===== src/rtl/cfu_pipe_arbiter_if.sv =====
// Requester-side and shared-CFU-side signal bundle for cfu_pipe_arbiter.
// slave = arbiter view, master = environment (requesters + CFU) view.
interface cfu_pipe_arbiter_if #(
  parameter int N_REQ             = 4,
  parameter int CFU_FUNCTION_ID_W = 16,
  parameter int CFU_REQ_RESP_ID_W = 6,
  parameter int CFU_REQ_DATA_W    = 32,
  parameter int CFU_RESP_DATA_W   = CFU_REQ_DATA_W,
  parameter int CFU_ERROR_ID_W    = CFU_RESP_DATA_W
);
  logic [N_REQ-1:0]                     req_valid;
  logic [N_REQ-1:0]                     req_ready;
  logic [N_REQ*CFU_FUNCTION_ID_W-1:0]   req_function_id;
  logic [N_REQ*CFU_REQ_RESP_ID_W-1:0]   req_id;
  logic [N_REQ*2*CFU_REQ_DATA_W-1:0]    req_data;
  logic [N_REQ-1:0]                     req_lock;
  logic [N_REQ-1:0]                     resp_valid;
  logic [CFU_REQ_RESP_ID_W-1:0]         resp_id;
  logic [CFU_RESP_DATA_W-1:0]           resp_data;
  logic                                 resp_ok;
  logic [CFU_ERROR_ID_W-1:0]            resp_error_id;
  logic                                 cfu_req_valid;
  logic [CFU_FUNCTION_ID_W-1:0]         cfu_req_function_id;
  logic [CFU_REQ_RESP_ID_W-1:0]         cfu_req_id;
  logic [2*CFU_REQ_DATA_W-1:0]          cfu_req_data;
  logic                                 cfu_resp_valid;
  logic [CFU_REQ_RESP_ID_W-1:0]         cfu_resp_id;
  logic [CFU_RESP_DATA_W-1:0]           cfu_resp_data;
  logic                                 cfu_resp_ok;
  logic [CFU_ERROR_ID_W-1:0]            cfu_resp_error_id;

  modport slave (
    input  req_valid, req_function_id, req_id, req_data, req_lock,
    input  cfu_resp_valid, cfu_resp_id, cfu_resp_data, cfu_resp_ok, cfu_resp_error_id,
    output req_ready, resp_valid, resp_id, resp_data, resp_ok, resp_error_id,
    output cfu_req_valid, cfu_req_function_id, cfu_req_id, cfu_req_data
  );

  modport master (
    output req_valid, req_function_id, req_id, req_data, req_lock,
    output cfu_resp_valid, cfu_resp_id, cfu_resp_data, cfu_resp_ok, cfu_resp_error_id,
    input  req_ready, resp_valid, resp_id, resp_data, resp_ok, resp_error_id,
    input  cfu_req_valid, cfu_req_function_id, cfu_req_id, cfu_req_data
  );
endinterface


===== src/rtl/cfu_pipe_arbiter.sv =====
// Round-robin arbiter sharing one fixed-latency pipelined CFU among N_REQ requesters,
// with a latency-matched owner pipeline for response steering. Grant lock: CFU_ARB_LOCK_EN.
module cfu_pipe_arbiter #(
  parameter int N_REQ             = 4,
  parameter int CFU_FUNCTION_ID_W = 16,
  parameter int CFU_REQ_RESP_ID_W = 6,
  parameter int CFU_REQ_DATA_W    = 32,
  parameter int CFU_RESP_DATA_W   = CFU_REQ_DATA_W,
  parameter int CFU_ERROR_ID_W    = CFU_RESP_DATA_W,
  parameter int CFU_LATENCY       = 3
) (
  input  logic                     clock,
  input  logic                     reset,
  input  logic                     clock_en,
  cfu_pipe_arbiter_if.slave        bus,
  output logic                     err_seq
);
  localparam int IDX_W = $clog2(N_REQ);
  localparam int FW    = CFU_FUNCTION_ID_W;
  localparam int IW    = CFU_REQ_RESP_ID_W;
  localparam int DW2   = 2 * CFU_REQ_DATA_W;

  // Returns {found, idx} of the first eligible requester at or after ptr, wrapping.
  function automatic logic [IDX_W:0] rr_pick(input logic [IDX_W-1:0] ptr,
                                             input logic [N_REQ-1:0] vld);
    logic [IDX_W:0]   res;
    logic [IDX_W-1:0] cand;
    res = '0;
    for (int k = N_REQ - 1; k >= 0; k--) begin
      cand = IDX_W'((32'(ptr) + 32'(k)) % N_REQ);
      if (vld[cand]) res = {1'b1, cand};
    end
    return res;
  endfunction

  logic [IDX_W-1:0] rr_ptr_q, rr_ptr_d;
  logic [N_REQ-1:0] elig_s;
  logic [IDX_W:0]   pick_s;
  logic             grant_s;
  logic [IDX_W-1:0] win_s;
  logic             sh_v_q   [CFU_LATENCY];
  logic             sh_v_d   [CFU_LATENCY];
  logic [IDX_W-1:0] sh_idx_q [CFU_LATENCY];
  logic [IDX_W-1:0] sh_idx_d [CFU_LATENCY];
  logic [IW-1:0]    sh_id_q  [CFU_LATENCY];
  logic [IW-1:0]    sh_id_d  [CFU_LATENCY];
  logic             tail_v_s;
  logic [IDX_W-1:0] tail_idx_s;
  logic [IW-1:0]    tail_id_s;
  logic             err_q, err_d;

`ifdef CFU_ARB_LOCK_EN
  logic             locked_q, locked_d;
  logic [IDX_W-1:0] lock_idx_q, lock_idx_d;

  // A held lock masks every requester except the lock owner.
  always_comb begin
    elig_s = '0;
    if (locked_q) begin
      elig_s[lock_idx_q] = bus.req_valid[lock_idx_q];
    end else begin
      elig_s = bus.req_valid;
    end
  end

  // Lock acquire/release on accepted requests.
  always_comb begin
    locked_d   = locked_q;
    lock_idx_d = lock_idx_q;
    if (grant_s) begin
      if (locked_q) begin
        locked_d = bus.req_lock[win_s];
      end else if (bus.req_lock[win_s]) begin
        locked_d   = 1'b1;
        lock_idx_d = win_s;
      end else begin
        locked_d = 1'b0;
      end
    end else begin
      locked_d = locked_q;
    end
  end

  // Lock state register.
  always_ff @(posedge clock or negedge reset) begin
    if (!reset) begin
      locked_q   <= 1'b0;
      lock_idx_q <= '0;
    end else begin
      locked_q   <= locked_d;
      lock_idx_q <= lock_idx_d;
    end
  end
`else
  logic unused_lock_s;
  assign unused_lock_s = ^bus.req_lock;
  assign elig_s        = bus.req_valid;
`endif

  // Winner selection and zero-latency issue mux; nothing is granted while in reset.
  always_comb begin
    pick_s                  = rr_pick(rr_ptr_q, elig_s);
    grant_s                 = reset & clock_en & pick_s[IDX_W];
    win_s                   = pick_s[IDX_W-1:0];
    bus.req_ready           = '0;
    bus.cfu_req_valid       = grant_s;
    bus.cfu_req_function_id = '0;
    bus.cfu_req_id          = '0;
    bus.cfu_req_data        = '0;
    if (grant_s) begin
      bus.req_ready[win_s]    = 1'b1;
      bus.cfu_req_function_id = bus.req_function_id[win_s*FW +: FW];
      bus.cfu_req_id          = bus.req_id[win_s*IW +: IW];
      bus.cfu_req_data        = bus.req_data[win_s*DW2 +: DW2];
    end else begin
      bus.req_ready = '0;
    end
  end

  // Pointer moves one past the winner on acceptance.
  always_comb begin
    rr_ptr_d = rr_ptr_q;
    if (grant_s) begin
      rr_ptr_d = (win_s == IDX_W'(N_REQ - 1)) ? '0 : win_s + 1'b1;
    end else begin
      rr_ptr_d = rr_ptr_q;
    end
  end

  // Owner pipeline advances in lockstep with the CFU.
  always_comb begin
    sh_v_d   = sh_v_q;
    sh_idx_d = sh_idx_q;
    sh_id_d  = sh_id_q;
    if (clock_en) begin
      sh_v_d[0]   = grant_s;
      sh_idx_d[0] = win_s;
      sh_id_d[0]  = bus.cfu_req_id;
      for (int k = 1; k < CFU_LATENCY; k++) begin
        sh_v_d[k]   = sh_v_q[k-1];
        sh_idx_d[k] = sh_idx_q[k-1];
        sh_id_d[k]  = sh_id_q[k-1];
      end
    end else begin
      sh_v_d = sh_v_q;
    end
  end

  // Response steering and sequencing check against the pipeline tail.
  always_comb begin
    tail_v_s       = sh_v_q[CFU_LATENCY-1];
    tail_idx_s     = sh_idx_q[CFU_LATENCY-1];
    tail_id_s      = sh_id_q[CFU_LATENCY-1];
    bus.resp_valid = '0;
    for (int i = 0; i < N_REQ; i++) begin
      bus.resp_valid[i] = bus.cfu_resp_valid & tail_v_s & (tail_idx_s == IDX_W'(i));
    end
    err_d = err_q;
    if (clock_en && ((bus.cfu_resp_valid != tail_v_s) ||
                     (bus.cfu_resp_valid && (bus.cfu_resp_id != tail_id_s)))) begin
      err_d = 1'b1;
    end else begin
      err_d = err_q;
    end
  end

  assign bus.resp_id       = bus.cfu_resp_id;
  assign bus.resp_data     = bus.cfu_resp_data;
  assign bus.resp_ok       = bus.cfu_resp_ok;
  assign bus.resp_error_id = bus.cfu_resp_error_id;
  assign err_seq           = err_q;

  // State registers.
  always_ff @(posedge clock or negedge reset) begin
    if (!reset) begin
      rr_ptr_q <= '0;
      sh_v_q   <= '{default: 1'b0};
      sh_idx_q <= '{default: '0};
      sh_id_q  <= '{default: '0};
      err_q    <= 1'b0;
    end else begin
      rr_ptr_q <= rr_ptr_d;
      sh_v_q   <= sh_v_d;
      sh_idx_q <= sh_idx_d;
      sh_id_q  <= sh_id_d;
      err_q    <= err_d;
    end
  end
endmodule


===== src/flat_wrapper.sv =====
// flat-port wrapper written by rule: the top's interface ports become plain ports
module cfu_pipe_arbiter_flat 
#(
  parameter int N_REQ             = 4,
  parameter int CFU_FUNCTION_ID_W = 16,
  parameter int CFU_REQ_RESP_ID_W = 6,
  parameter int CFU_REQ_DATA_W    = 32,
  parameter int CFU_RESP_DATA_W   = CFU_REQ_DATA_W,
  parameter int CFU_ERROR_ID_W    = CFU_RESP_DATA_W,
  parameter int CFU_LATENCY       = 3
)
  (clock, reset, clock_en, err_seq, bus_req_valid, bus_req_function_id, bus_req_id, bus_req_data, bus_req_lock, bus_cfu_resp_valid, bus_cfu_resp_id, bus_cfu_resp_data, bus_cfu_resp_ok, bus_cfu_resp_error_id, bus_req_ready, bus_resp_valid, bus_resp_id, bus_resp_data, bus_resp_ok, bus_resp_error_id, bus_cfu_req_valid, bus_cfu_req_function_id, bus_cfu_req_id, bus_cfu_req_data);
  cfu_pipe_arbiter_if #(.N_REQ(N_REQ), .CFU_FUNCTION_ID_W(CFU_FUNCTION_ID_W), .CFU_REQ_RESP_ID_W(CFU_REQ_RESP_ID_W), .CFU_REQ_DATA_W(CFU_REQ_DATA_W), .CFU_RESP_DATA_W(CFU_RESP_DATA_W), .CFU_ERROR_ID_W(CFU_ERROR_ID_W)) bus_i ();
  input  logic clock;
  input  logic reset;
  input  logic clock_en;
  output logic err_seq;
  input wire logic [$bits(bus_i.req_valid)-1:0] bus_req_valid;
  input wire logic [$bits(bus_i.req_function_id)-1:0] bus_req_function_id;
  input wire logic [$bits(bus_i.req_id)-1:0] bus_req_id;
  input wire logic [$bits(bus_i.req_data)-1:0] bus_req_data;
  input wire logic [$bits(bus_i.req_lock)-1:0] bus_req_lock;
  input wire logic [$bits(bus_i.cfu_resp_valid)-1:0] bus_cfu_resp_valid;
  input wire logic [$bits(bus_i.cfu_resp_id)-1:0] bus_cfu_resp_id;
  input wire logic [$bits(bus_i.cfu_resp_data)-1:0] bus_cfu_resp_data;
  input wire logic [$bits(bus_i.cfu_resp_ok)-1:0] bus_cfu_resp_ok;
  input wire logic [$bits(bus_i.cfu_resp_error_id)-1:0] bus_cfu_resp_error_id;
  output wire logic [$bits(bus_i.req_ready)-1:0] bus_req_ready;
  output wire logic [$bits(bus_i.resp_valid)-1:0] bus_resp_valid;
  output wire logic [$bits(bus_i.resp_id)-1:0] bus_resp_id;
  output wire logic [$bits(bus_i.resp_data)-1:0] bus_resp_data;
  output wire logic [$bits(bus_i.resp_ok)-1:0] bus_resp_ok;
  output wire logic [$bits(bus_i.resp_error_id)-1:0] bus_resp_error_id;
  output wire logic [$bits(bus_i.cfu_req_valid)-1:0] bus_cfu_req_valid;
  output wire logic [$bits(bus_i.cfu_req_function_id)-1:0] bus_cfu_req_function_id;
  output wire logic [$bits(bus_i.cfu_req_id)-1:0] bus_cfu_req_id;
  output wire logic [$bits(bus_i.cfu_req_data)-1:0] bus_cfu_req_data;
  assign bus_i.req_valid = bus_req_valid;
  assign bus_i.req_function_id = bus_req_function_id;
  assign bus_i.req_id = bus_req_id;
  assign bus_i.req_data = bus_req_data;
  assign bus_i.req_lock = bus_req_lock;
  assign bus_i.cfu_resp_valid = bus_cfu_resp_valid;
  assign bus_i.cfu_resp_id = bus_cfu_resp_id;
  assign bus_i.cfu_resp_data = bus_cfu_resp_data;
  assign bus_i.cfu_resp_ok = bus_cfu_resp_ok;
  assign bus_i.cfu_resp_error_id = bus_cfu_resp_error_id;
  assign bus_req_ready = bus_i.req_ready;
  assign bus_resp_valid = bus_i.resp_valid;
  assign bus_resp_id = bus_i.resp_id;
  assign bus_resp_data = bus_i.resp_data;
  assign bus_resp_ok = bus_i.resp_ok;
  assign bus_resp_error_id = bus_i.resp_error_id;
  assign bus_cfu_req_valid = bus_i.cfu_req_valid;
  assign bus_cfu_req_function_id = bus_i.cfu_req_function_id;
  assign bus_cfu_req_id = bus_i.cfu_req_id;
  assign bus_cfu_req_data = bus_i.cfu_req_data;
  cfu_pipe_arbiter #(.N_REQ(N_REQ), .CFU_FUNCTION_ID_W(CFU_FUNCTION_ID_W), .CFU_REQ_RESP_ID_W(CFU_REQ_RESP_ID_W), .CFU_REQ_DATA_W(CFU_REQ_DATA_W), .CFU_RESP_DATA_W(CFU_RESP_DATA_W), .CFU_ERROR_ID_W(CFU_ERROR_ID_W), .CFU_LATENCY(CFU_LATENCY)) u_core (.clock(clock), .reset(reset), .clock_en(clock_en), .bus(bus_i), .err_seq(err_seq));
endmodule

===== config.mk =====
export PLATFORM = sky130hd
export DESIGN_NAME = cfu_pipe_arbiter_flat
export DESIGN_NICKNAME = d
export VERILOG_FILES = /design/src/rtl/cfu_pipe_arbiter_if.sv /design/src/rtl/cfu_pipe_arbiter.sv /design/src/flat_wrapper.sv
export SDC_FILE = /design/constraint.sdc
export NUM_CORES = 1
export LEC_CHECK = 0
export CAP_MARGIN = 15
export CORE_AREA = 3 3 232 234
export DETAILED_ROUTE_END_ITERATION = 6
export DIE_AREA = 0 0 235 237
export GPL_ROUTABILITY_DRIVEN = 0
export PLACE_DENSITY = 0.34
export SYNTH_ARGS = -nofsm -noshare
export SYNTH_HDL_FRONTEND = slang
export SYNTH_SLANG_ARGS = --single-unit

===== constraint.sdc =====
create_clock -name clock -period 4.5 [get_ports clock]
set_input_delay 0.45 -clock clock [delete_from_list [all_inputs] [get_ports clock]]
set_output_delay 0.45 -clock clock [all_outputs]
set_load 0.005 [all_outputs]

==> metrics.cfg <==
[floorplanning]
die_area_um2 = 55700
die_h_um = 237
num_rows = 84
die_w_um = 235
start_util_pct = 9.32
core_area_um2 = 52200
ioPinCount = 594

[cts]
h-tree-depth = 2
hold_buffers = 0
clock-sinks = 30
cts_tree = done
cts_root_buf = clkbuf_16
cts_setup_buffers = 0
cts_resized = 0
cts_made_buffers = 5
path_clk_slew_ns = 0.05
clockBufferDepth = 2
clock_latency_ns = 0.27

[synth]
syn_inst = 675
netlist_area_um2 = 4870
yosysUniqueCellTypes = 38
async_reset_ff_share_pct = 100
ys_seq_elements = 30
synth_edf_count = 0
yosysTopAreaCell = dfrtp_1
synth_nets = 1107
synth_top_area_share_pct = 15.4
synth_flop_cell = dfrtp_1
syn_avg_cell_area_um2 = 7.21
synth_most_common_cell = nand2_1
synth_area_leaders = dfrtp_1 (15%), a311oi_1 (14%), nand2_1 (13%)
synth_commonest_cells = nand2_1 (165), and3_1 (81), a211oi_1 (80), a311oi_1 (80), buf_4 (72)
ys_warn_count = 0
seq_area_frac_synth_pct = 15.4

[routing]
drt_wl_total_um = 30900
remaining_drc_errors = 0
post_drt_via_cell_ratio = 3.84
antenna_left = 0
routedWlPerCell_um = 18.0
drt_iter0_drc = 217
drt_first_pass_iters = 4
vias = 6609

[power_and_ir_drop]
swShare_pct = 41.9
ir_worst_vdd_v = 0.000182
p_per_area_nw_per_um2 = 251
p_sw_mw = 1.05
p_leak_nw = 3.75
p_total_mw = 2.51
power_frac_seq_pct = 15.4
pwr-share-comb_pct = 72.5
p_int_mw = 1.46
power_frac_clock_pct = 12.1

[final_layout]
synthToLayoutAreaGrowth_pct = 105
antenna_cells = 0
drive_gt1_share_pct = 7.57
stdcell_count = 1719
nets = 1463

[global_routing]
grt_first_pass_wirelength_um = 45500
grt_pass1_vias = 7035
overflow = 0
antenna_found_initial = 0
grt_start_max_net_pins = 96
grt_use_total_pct = 10.4

[worst_setup_path]
r2r-end = u_core.sh_id_q[12]
ff2ff_path_depth = 6
crit_top_cell = clkdlybuf4s50_1
path_cells = clkdlybuf4s50_1 -> nor2b_1 -> a221o_2 -> and2_4 -> inv_6 -> buf_12 -> buf_4 -> nand2_1 -> a311oi_1 -> clkdlybuf4s50_1
r2r_slack_ns = 2.25
r2r-start = u_core.rr_ptr_q[1]
crit_path_end = bus_cfu_req_data[38]
critPathArrivalTime_ns = 3.46
crit_start = bus_req_valid[1]
cp.required_ns = 4.05
crit_path_top_delay_cell = clkdlybuf4s50_1
cp-end-kind = primary output
path_max_fanout = 30
start_kind = primary input
criticalPathCategory = in -> out
cpPeakStageDelay_ns = 0.65

[timing]
setup_tns_ns = 0
fin_crit_ns = 3.91
hold_viol_final = 0
worst_pin_slew_ns = 0.809
rsz0062_at_grt = no
fmax_mhz = 256
skew_ns = 0.00285
finalSetupViolCount = 0
maxSlewViolCount = 0
period_share_pct = 86.8
setup_slack_ns = 0.593
relSlewSlack_pct = 45.9

[place]
dp.final_hpwl_um = 24200
placedCellCount = 1712
pre_cts_ws_ns = 0.557
port_buffers = 459

[hold_path]
hold_class = reg -> reg

[run_status]
status = finished, final reports clean

[flow_run]
maxCapViolations = 0

-- kinds of logic after synthesis --
| kind of cell | share of synthesized area [%] |
|---|---|
| buf+inv | 18.0 |
| flops | 15.4 |
| compound gates | 30.3 |
| xor+xnor | 1.08 |
| mux | 7.76 |
| fa+ha+maj | 1.29 |
| simple gates | 26.2 |
-- per-layer routing --
metal / GRT usage (%) / routed length (um) / part of all wire [%]
met4: 2.73 / 834 / 2.7
met1: 12.3 / 12600 / 41
met2: 18.7 / 15200 / 49
met3: 2.56 / 2280 / 7.4
met5: 0 / 0 / 0
-- worst max-delay path: cells and delay by family --
family	cells	cell delay, ns
buffers and inverters	5	1.84
AO/OA/AOI/OAI	2	0.83
AND/OR/NAND/NOR	3	0.32
-- flip-flops by register name, summed over array words and instances, names as in the netlist --
signal,cells
u_core.err_seq,1
u_core.rr_ptr_q,2
u_core.sh_id_q,12
u_core.sh_idx_q,4
u_core.sh_v_q,2
u_core.tail_id_s,6
u_core.tail_idx_s,2
u_core.tail_v_s,1
-- layout make-up --
cell class,instances,area (um2)
fill,5866,42200
timing repair buffer,495,4960
sequential,30,751
tap,688,861
multi-input combinational,494,3270
inverter,5,26.3
clock buffer,7,133
-- through the flow --
step           util, %  area, um2  hold slack, ns
2_1_floorplan        -       4870           0.154
3_3_place_gp      18.9       9870           0.458
3_5_place_dp      18.9       9870           0.469
4_1_cts           19.1      10000           0.481
5_1_grt           19.1      10000           0.510
6_report          19.1      10000           0.476
-- cell usage in the layout (no fill, tap or decap), types with 5 or more instances in the layout --
master           count
clkdlybuf4s50_1    459
dfrtp_1             30
buf_4               28
a22o_1               6
clkbuf_16            5
and3_1              81
buf_12               8
ha_1                 5
a221o_1              6
nand2_1            165
nor2b_1              9
a211oi_1            80
mux2_2              28
a311oi_1            80
-- worst min-delay path by stage --
| stage | depth (start not counted) | startpoint | to |
|---|---|---|---|
| global placement | 1 | u_core.err_seq | u_core.err_seq |
| finish | 1 | u_core.err_seq | u_core.err_seq |
| floorplan | 0 | reset | u_core.err_seq |
| detailed placement | 1 | u_core.err_seq | u_core.err_seq |
| global route | 1 | u_core.err_seq | u_core.err_seq |
| CTS | 1 | u_core.err_seq | u_core.err_seq |
-- power by group through the flow --
| stage | clock (mW) | sequential [mW] | combinational (mW) |
|---|---|---|---|
| 2_1_floorplan | 0 | 0.374 | 0.937 |
| 3_3_place_gp | 0 | 0.389 | 1.88 |
| 3_5_place_dp | 0 | 0.392 | 1.86 |
| 4_1_cts | 0.316 | 0.389 | 1.87 |
| 5_1_grt | 0.331 | 0.400 | 2.00 |
| 6_report | 0.303 | 0.387 | 1.82 |
(Power assumes the default switching activity.)
